**config.mk**
```make
export PLATFORM = sky130hd
export DESIGN_NAME = sha256_req_arbiter
export DESIGN_NICKNAME = d
export VERILOG_FILES = /design/src/rtl/sha256_req_arbiter.sv
export SDC_FILE = /design/constraint.sdc
export NUM_CORES = 1
export LEC_CHECK = 0
export ABC_AREA = 1
export BUFFER_PORTS_ARGS = -buffer_cell sky130_fd_sc_hd__clkbuf_2
export CAP_MARGIN = 40
export CORE_UTILIZATION = 41
export CTS_CLUSTER_DIAMETER = 200
export CTS_CLUSTER_SIZE = 20
export DETAILED_ROUTE_END_ITERATION = 10
export PLACE_DENSITY = 0.88
export SETUP_SLACK_MARGIN = 0.15
export SYNTH_ARGS = -nofsm -noshare
export SYNTH_HDL_FRONTEND = slang
export SYNTH_SLANG_ARGS = --single-unit
```
**constraint.sdc**
```tcl
create_clock -name clk -period 1.7 [get_ports clk]
set_input_delay 0.34 -clock clk [delete_from_list [all_inputs] [get_ports clk]]
set_output_delay 0.34 -clock clk [all_outputs]
set_load 0.02 [all_outputs]
```
**src/rtl/sha256_req_arbiter.sv**
```systemverilog
// sha256_req_arbiter: shares one SHA256 core between two requesters, granting
// the core for a whole message in round-robin order and routing the digest back
// to the owning requester. A watchdog aborts a stalled digest.
module sha256_req_arbiter #(
   parameter int unsigned DATA_WIDTH = 32,
   parameter int unsigned DIG_WORDS  = 8,
   parameter int unsigned TIMEOUT    = 1024
) (
   input  logic                  clk,
   input  logic                  rst_n,
   input  logic                  req0_valid,
   input  logic [DATA_WIDTH-1:0] req0_data,
   input  logic                  req0_last,
   output logic                  req0_ready,
   output logic                  dig0_valid,
   output logic [DATA_WIDTH-1:0] dig0_data,
   input  logic                  req1_valid,
   input  logic [DATA_WIDTH-1:0] req1_data,
   input  logic                  req1_last,
   output logic                  req1_ready,
   output logic                  dig1_valid,
   output logic [DATA_WIDTH-1:0] dig1_data,
   output logic                  core_dv_out,
   output logic [DATA_WIDTH-1:0] core_data_out,
   output logic                  core_last_out,
   input  logic                  core_ready_in,
   input  logic                  core_dig_valid_in,
   input  logic [DATA_WIDTH-1:0] core_dig_data_in,
   output logic                  owner_out,
   output logic                  busy_out,
   output logic                  err_out
);

   localparam int unsigned WCNT_W = 4;
   localparam int unsigned DCNT_W = $clog2(DIG_WORDS + 1);
   localparam int unsigned WDOG_W = $clog2(TIMEOUT + 1);

   typedef enum logic [1:0] {IDLE, STREAM, WAIT_DIG, RETURN} state_t;

   state_t                state;
   state_t                state_nxt;
   logic                  rr;
   logic [WCNT_W-1:0]     wcnt;
   logic [DCNT_W-1:0]     dcnt;
   logic [WDOG_W-1:0]     wdog;

   logic                  grant_c;
   logic                  own_valid_c;
   logic                  own_last_c;
   logic [DATA_WIDTH-1:0] own_data_c;
   logic                  xfer_c;
   logic                  dig_c;
   logic                  dig_done_c;
   logic                  wdog_exp_c;

   // State register
   always_ff @(posedge clk or negedge rst_n) begin
      if (!rst_n) state <= IDLE;
      else        state <= state_nxt;
   end

   // Next state plus the combinational word path from owner to core
   always_comb begin
      state_nxt     = state;
      req0_ready    = 1'b0;
      req1_ready    = 1'b0;
      core_dv_out   = 1'b0;
      core_data_out = '0;
      core_last_out = 1'b0;
      xfer_c        = 1'b0;
      dig_c         = 1'b0;
      dig_done_c    = 1'b0;
      wdog_exp_c    = 1'b0;
      own_valid_c   = owner_out ? req1_valid : req0_valid;
      own_last_c    = owner_out ? req1_last  : req0_last;
      own_data_c    = owner_out ? req1_data  : req0_data;
      grant_c       = (req0_valid & req1_valid) ? rr : req1_valid;
      case (state)
         IDLE: begin
            if (req0_valid | req1_valid) state_nxt = STREAM;
         end
         STREAM: begin
            core_dv_out   = own_valid_c;
            core_data_out = own_data_c;
            core_last_out = own_last_c;
            req0_ready    = ~owner_out & core_ready_in;
            req1_ready    = owner_out & core_ready_in;
            xfer_c        = own_valid_c & core_ready_in;
            if (xfer_c & own_last_c) state_nxt = WAIT_DIG;
         end
         WAIT_DIG: begin
            dig_c      = core_dig_valid_in;
            dig_done_c = dig_c & (dcnt == DCNT_W'(DIG_WORDS - 1));
            wdog_exp_c = ~dig_c & (wdog == WDOG_W'(TIMEOUT - 1));
            if (dig_done_c | wdog_exp_c) state_nxt = RETURN;
         end
         RETURN: begin
            state_nxt = IDLE;
         end
         default: state_nxt = IDLE;
      endcase
   end

   // Grant, counters, watchdog, sticky error and registered digest routing
   always_ff @(posedge clk or negedge rst_n) begin
      if (!rst_n) begin
         owner_out  <= 1'b0;
         busy_out   <= 1'b0;
         err_out    <= 1'b0;
         rr         <= 1'b0;
         wcnt       <= '0;
         dcnt       <= '0;
         wdog       <= '0;
         dig0_valid <= 1'b0;
         dig0_data  <= '0;
         dig1_valid <= 1'b0;
         dig1_data  <= '0;
      end else begin
         dig0_valid <= 1'b0;
         dig0_data  <= '0;
         dig1_valid <= 1'b0;
         dig1_data  <= '0;
         if (core_dig_valid_in & (state != WAIT_DIG)) err_out <= 1'b1;
         case (state)
            IDLE: begin
               if (req0_valid | req1_valid) begin
                  owner_out <= grant_c;
                  busy_out  <= 1'b1;
               end
            end
            STREAM: begin
               if (xfer_c) begin
                  wcnt <= wcnt + WCNT_W'(1);
                  // a message must end on the 16th word of a 512-bit block
                  if (own_last_c && (wcnt != '1)) err_out <= 1'b1;
               end
            end
            WAIT_DIG: begin
               if (dig_c) begin
                  if (owner_out) begin
                     dig1_valid <= 1'b1;
                     dig1_data  <= core_dig_data_in;
                  end else begin
                     dig0_valid <= 1'b1;
                     dig0_data  <= core_dig_data_in;
                  end
                  dcnt <= dcnt + DCNT_W'(1);
                  wdog <= '0;
               end else begin
                  wdog <= wdog + WDOG_W'(1);
                  if (wdog_exp_c) err_out <= 1'b1;
               end
            end
            RETURN: begin
               rr       <= ~owner_out;
               busy_out <= 1'b0;
               wcnt     <= '0;
               dcnt     <= '0;
               wdog     <= '0;
            end
            default: ;
         endcase
      end
   end

endmodule

```
==> results.md <==
- The largest net degree at the start of global routing is between 40 and 50.
- By startpoint and endpoint, the worst setup path is classified as reg2out.
- At the placement stage, the worst setup path has a slack of -0.0675 ns.
- The count of placed standard cells including taps is roughly 800.
- After legalization and detailed placement, the total HPWL measured approximately 8.5 mm.
- IR analysis of the VDD net gives a maximum drop of about 0.00074 V.
- The synthesized netlist cell count is about 460.
- The master cell of the clock root buffer is sky130_fd_sc_hd__clkbuf_8.
- The wire length of the first global-routing pass is 18.9 mm.
- The number of fill cells is 574.
- The master of the slowest instance on the critical path is sky130_fd_sc_hd__dfrtp_1.
- The final hold violation count is 0.
- The max-slew violation total from the final report is 0.
- Global routing used 24.5% of the available tracks.
- The initialized floorplan defines 35 standard-cell rows.
- 0 antenna diodes ended up in the layout.
- The data required time of the worst path is around 1.4 ns.
- The initial antenna violation count is 0.
- For this design the static power due to leakage is roughly 3.6 nW.
- The TritonCTS clock tree is built.
- Setup slack on the critical path of the routed design comes to -0.222 ns.
- The first detailed-routing pass took 6 iterations.
- The hold path startpoint is core_dig_data_in[27].
- The worst relative slew slack is 74.7%.
- The number of nets handed over by synthesis was 576.
- For this run, the slowest stage of the critical path takes a little over 0.4 ns.
- The capturing point of the worst reg2reg path is dig1_data[13].
- After layout, the worst path uses 113% of the clock period.
- Together, buffers and inverters on the worst path number 4.
- In this run the standard cell core region covers between 9000 and 10,000 µm².
- The area of the die is between 9000 and 10,000 µm².
- STA classifies the critical path startpoint as a register.
- The synthesized design contains slightly above 90 register bits.
- In the synthesized netlist the dominant register cell turns out to be sky130_fd_sc_hd__dfrtp_1.
- Traced cell by cell, the critical path runs through inv_2 -> ha_4 -> clkinv_8 -> buf_16 -> a21oi_4 -> buf_8.
- The die is ~100 µm tall.
- Pin placement for this block handled between 200 and 250 I/O pins.
- The post-synthesis async set-or-reset flop share is 100%.
- The path with the worst hold slack has its endpoint at dig0_data[27].
- The count of nets left with antenna violations once routing finished came out at 0.
- The worst setup path is captured at a primary output.
- On the critical path the largest part of the delay comes from buffers and inverters.
- The total number of yosys warnings is 0.
- Setup repair after global routing could not meet its margin everywhere.
- The worst hold path was traced through 3 stages.
- The final reports fail on setup timing.
- The number of standard cells in the layout, taps in and fillers out is between 800 and 900.
- In this run, distinct cell masters in the synthesized netlist total 27.
- The net count of the finished layout is slightly above 800.
- At the later pin of the worst-skew pair, clock insertion delay measures roughly 0.37 ns.
- Yosys mapped a number of flops with a built-in enable equal to 0.
- In the routed layout, each cell is associated on average with a via count of about 5.
- Averaged over all synthesized cells, the footprint is ~8.5 µm².
- For this run the aggregate overflow at the end of global routing stands at 0.
- The detailed-route wire length per cell is around 17 µm.
- Max-cap violations in this run came to 0.
- For the pin with the worst max-slew slack, the measured transition is 0.380 ns.
- The H-tree was split into 3 levels.
- The post-synthesis sequential area ratio is 57.9%.
- The maximum achievable frequency is 520 MHz.
- The number of failing setup endpoints in the final timing report is 99.
- In the routed design, unresolved DRC markers number 0.
- The area of all placed cells without fillers is between 7000 and 8000 µm².
- The class of the worst hold path is in2reg.
- From left edge to right edge, the die measures approximately 100 µm.
- The clock passes through at most 2 buffers.
- The signed area change from the synthesized netlist to the final layout is 80.4%.
- The endpoint arrival time on the critical path is approximately 1.6 ns.
- The number of clock sinks is 91.
- Setup slack on the worst reg-to-reg path comes out at -0.09 ns.
- Dividing total power by cell area gives a power density of roughly 1500 nW/µm².
- The final layout contains routed wiring with a total length of between 10 and 15 mm.
- Along the worst path, the maximum fanout reaches 8.
- The clock skew is roughly 0.010 ns.
- The count of vias placed by the detailed router is about 4,200.
- The initial core utilization is around 42%.
- The proportion of layout cells with a drive suffix above 1 is 56.2%.
- The final RePlAce weighted congestion is 0.778.
- The critical register-to-register path startpoint is state[0].
- Port buffering added around 210 buffers.
- In this run, the number of DRC markers left after iteration 0 of detailed routing was about 170.
- Subtracting the final worst setup slack from the clock period gives just under 2 ns.
- The placed instances occupy a cell area of approximately 5600 µm².
- The area of the mapped netlist is between 3000 and 4000 µm².
- The run finished, with violations left.
- For the worst flop-to-flop path, the logic depth is 9.
- The via count of the first global-routing pass is between 4,000 and 5,000.
- Clock tree synthesis inserted a total of 9 buffers.
- Clock-pin slew was measured on the worst setup and hold paths at roughly 0.1 ns.
[cell usage in the layout (no fill, tap or decap), types with 8 or more instances in the layout]
cell type,count
sky130_fd_sc_hd__nor2_2,41
sky130_fd_sc_hd__nand2_1,96
sky130_fd_sc_hd__nor2_4,18
sky130_fd_sc_hd__clkbuf_2,170
sky130_fd_sc_hd__buf_6,8
sky130_fd_sc_hd__o21ai_1,8
sky130_fd_sc_hd__a21oi_4,34
sky130_fd_sc_hd__buf_4,18
sky130_fd_sc_hd__clkbuf_8,10
sky130_fd_sc_hd__buf_12,8
sky130_fd_sc_hd__buf_8,35
sky130_fd_sc_hd__dfrtp_1,91
sky130_fd_sc_hd__nand3_1,11
sky130_fd_sc_hd__nor2_1,23
sky130_fd_sc_hd__inv_1,55
[synth_stat cells (2+ instances only)]
library cell,number,area [µm²]
sky130_fd_sc_hd__a21oi_1,46,230
sky130_fd_sc_hd__o22ai_1,3,18.8
sky130_fd_sc_hd__nor2_2,2,12.5
sky130_fd_sc_hd__nor2_1,80,300
sky130_fd_sc_hd__inv_2,5,18.8
sky130_fd_sc_hd__nand2_1,101,379
sky130_fd_sc_hd__ha_1,8,100
sky130_fd_sc_hd__nand3_1,13,65.1
sky130_fd_sc_hd__nor3_1,6,30.0
sky130_fd_sc_hd__clkbuf_1,9,33.8
sky130_fd_sc_hd__nand4_1,4,25.0
sky130_fd_sc_hd__o21ai_1,3,15.0
sky130_fd_sc_hd__inv_1,62,233
sky130_fd_sc_hd__buf_2,7,35.0
sky130_fd_sc_hd__dfrtp_1,91,2280
sky130_fd_sc_hd__o21ai_0,13,65.1
[worst reg2reg max path: stages (launching register included)]
cell                        delay [ns]
sky130_fd_sc_hd__dfrtp_1          0.44
sky130_fd_sc_hd__buf_4            0.16
sky130_fd_sc_hd__buf_6            0.13
sky130_fd_sc_hd__inv_8            0.07
sky130_fd_sc_hd__ha_4             0.20
sky130_fd_sc_hd__nand2_8          0.09
sky130_fd_sc_hd__nor2_4           0.19
sky130_fd_sc_hd__clkinv_4         0.15
sky130_fd_sc_hd__clkbuf_16        0.20
sky130_fd_sc_hd__nor2_1           0.10
[cell type report]
cell class	count	area [µm²]	share of cell area (%)
Tap cell	129	161	2.28
Clock buffer	10	138	1.94
Clock inverter	6	56.3	0.794
Multi-Input combinational cell	288	2120	29.9
Sequential cell	91	2280	32.1
Timing Repair inverter	1	20.0	0.282
Timing Repair Buffer	250	2010	28.4
Inverter	68	309	4.36
[power by group]
group,total [W],internal (W),switching (W),leakage [nW]
sequential,0.00271,0.00249,0.000219,1.24
combinational,0.00637,0.00280,0.00358,2.31
clock,0.00146,0.000606,0.000854,0.0973
[sequential cells by signal, summed over array words and instances, names as in the netlist, 2 cells and up]
name	count
dig0_data	32
dig1_data	32
dcnt	4
wcnt	4
wdog	11
state	2
[how the worst max path moves through the flow]
stage | slack, ns | from | cells after the start | endpoint
global route | -0.30 | state[1] | 6 | req0_ready
finish | -0.22 | state[1] | 6 | core_data_out[11]
CTS | -0.22 | state[1] | 6 | core_data_out[24]
detailed placement | -0.07 | state[0] | 6 | dig0_data[19]
global placement | 0.05 | state[0] | 6 | dig0_data[22]
floorplan | 0.14 | owner_out | 4 | core_data_out[10]
[logic make-up after synthesis]
kind of cell               count (synthesis)  share of synthesized area, %
buffers and inverters                     85                          8.43
AOI/OAI and AO/OA                         70                          9.58
and+or+nand+nor                          209                          21.3
xor gates and xnor gates                   1                         0.223
adders and majority gates                  8                          2.55
DFF                                       91                          57.9
[stage by stage]
step | TNS [ns] | util [%] | power [W] | hold WS [ns]
3_3_place_gp | 0 | 60.1 | 0.00651 | 0.274
4_1_cts | -7.54 | 67.9 | 0.00907 | 0.156
5_1_grt | -16.04 | 76.4 | 0.0110 | 0.180
2_1_floorplan | 0 | - | 0.00556 | 0.0444
6_report | -9.47 | 76.4 | 0.0105 | 0.177
3_5_place_dp | -1.14 | 60.1 | 0.00667 | 0.285
[metal layers]
layer / wire length, µm / GRT usage (%)
met5: 0 / 0
met4: 622 / 9.28
met3: 1330 / 9.19
met2: 7820 / 45.5
met1: 4900 / 25.0
[timing repair]
action,in CTS,in global routing
endpoints found under the setup margin,115,121
gates cloned,3,7
resized for setup,94,171
buffers inserted,5,16
hold buffers,1,0
pin swaps,2,17
endpoints found under the hold margin,27,0
Power figures use the tool's default switching activity.
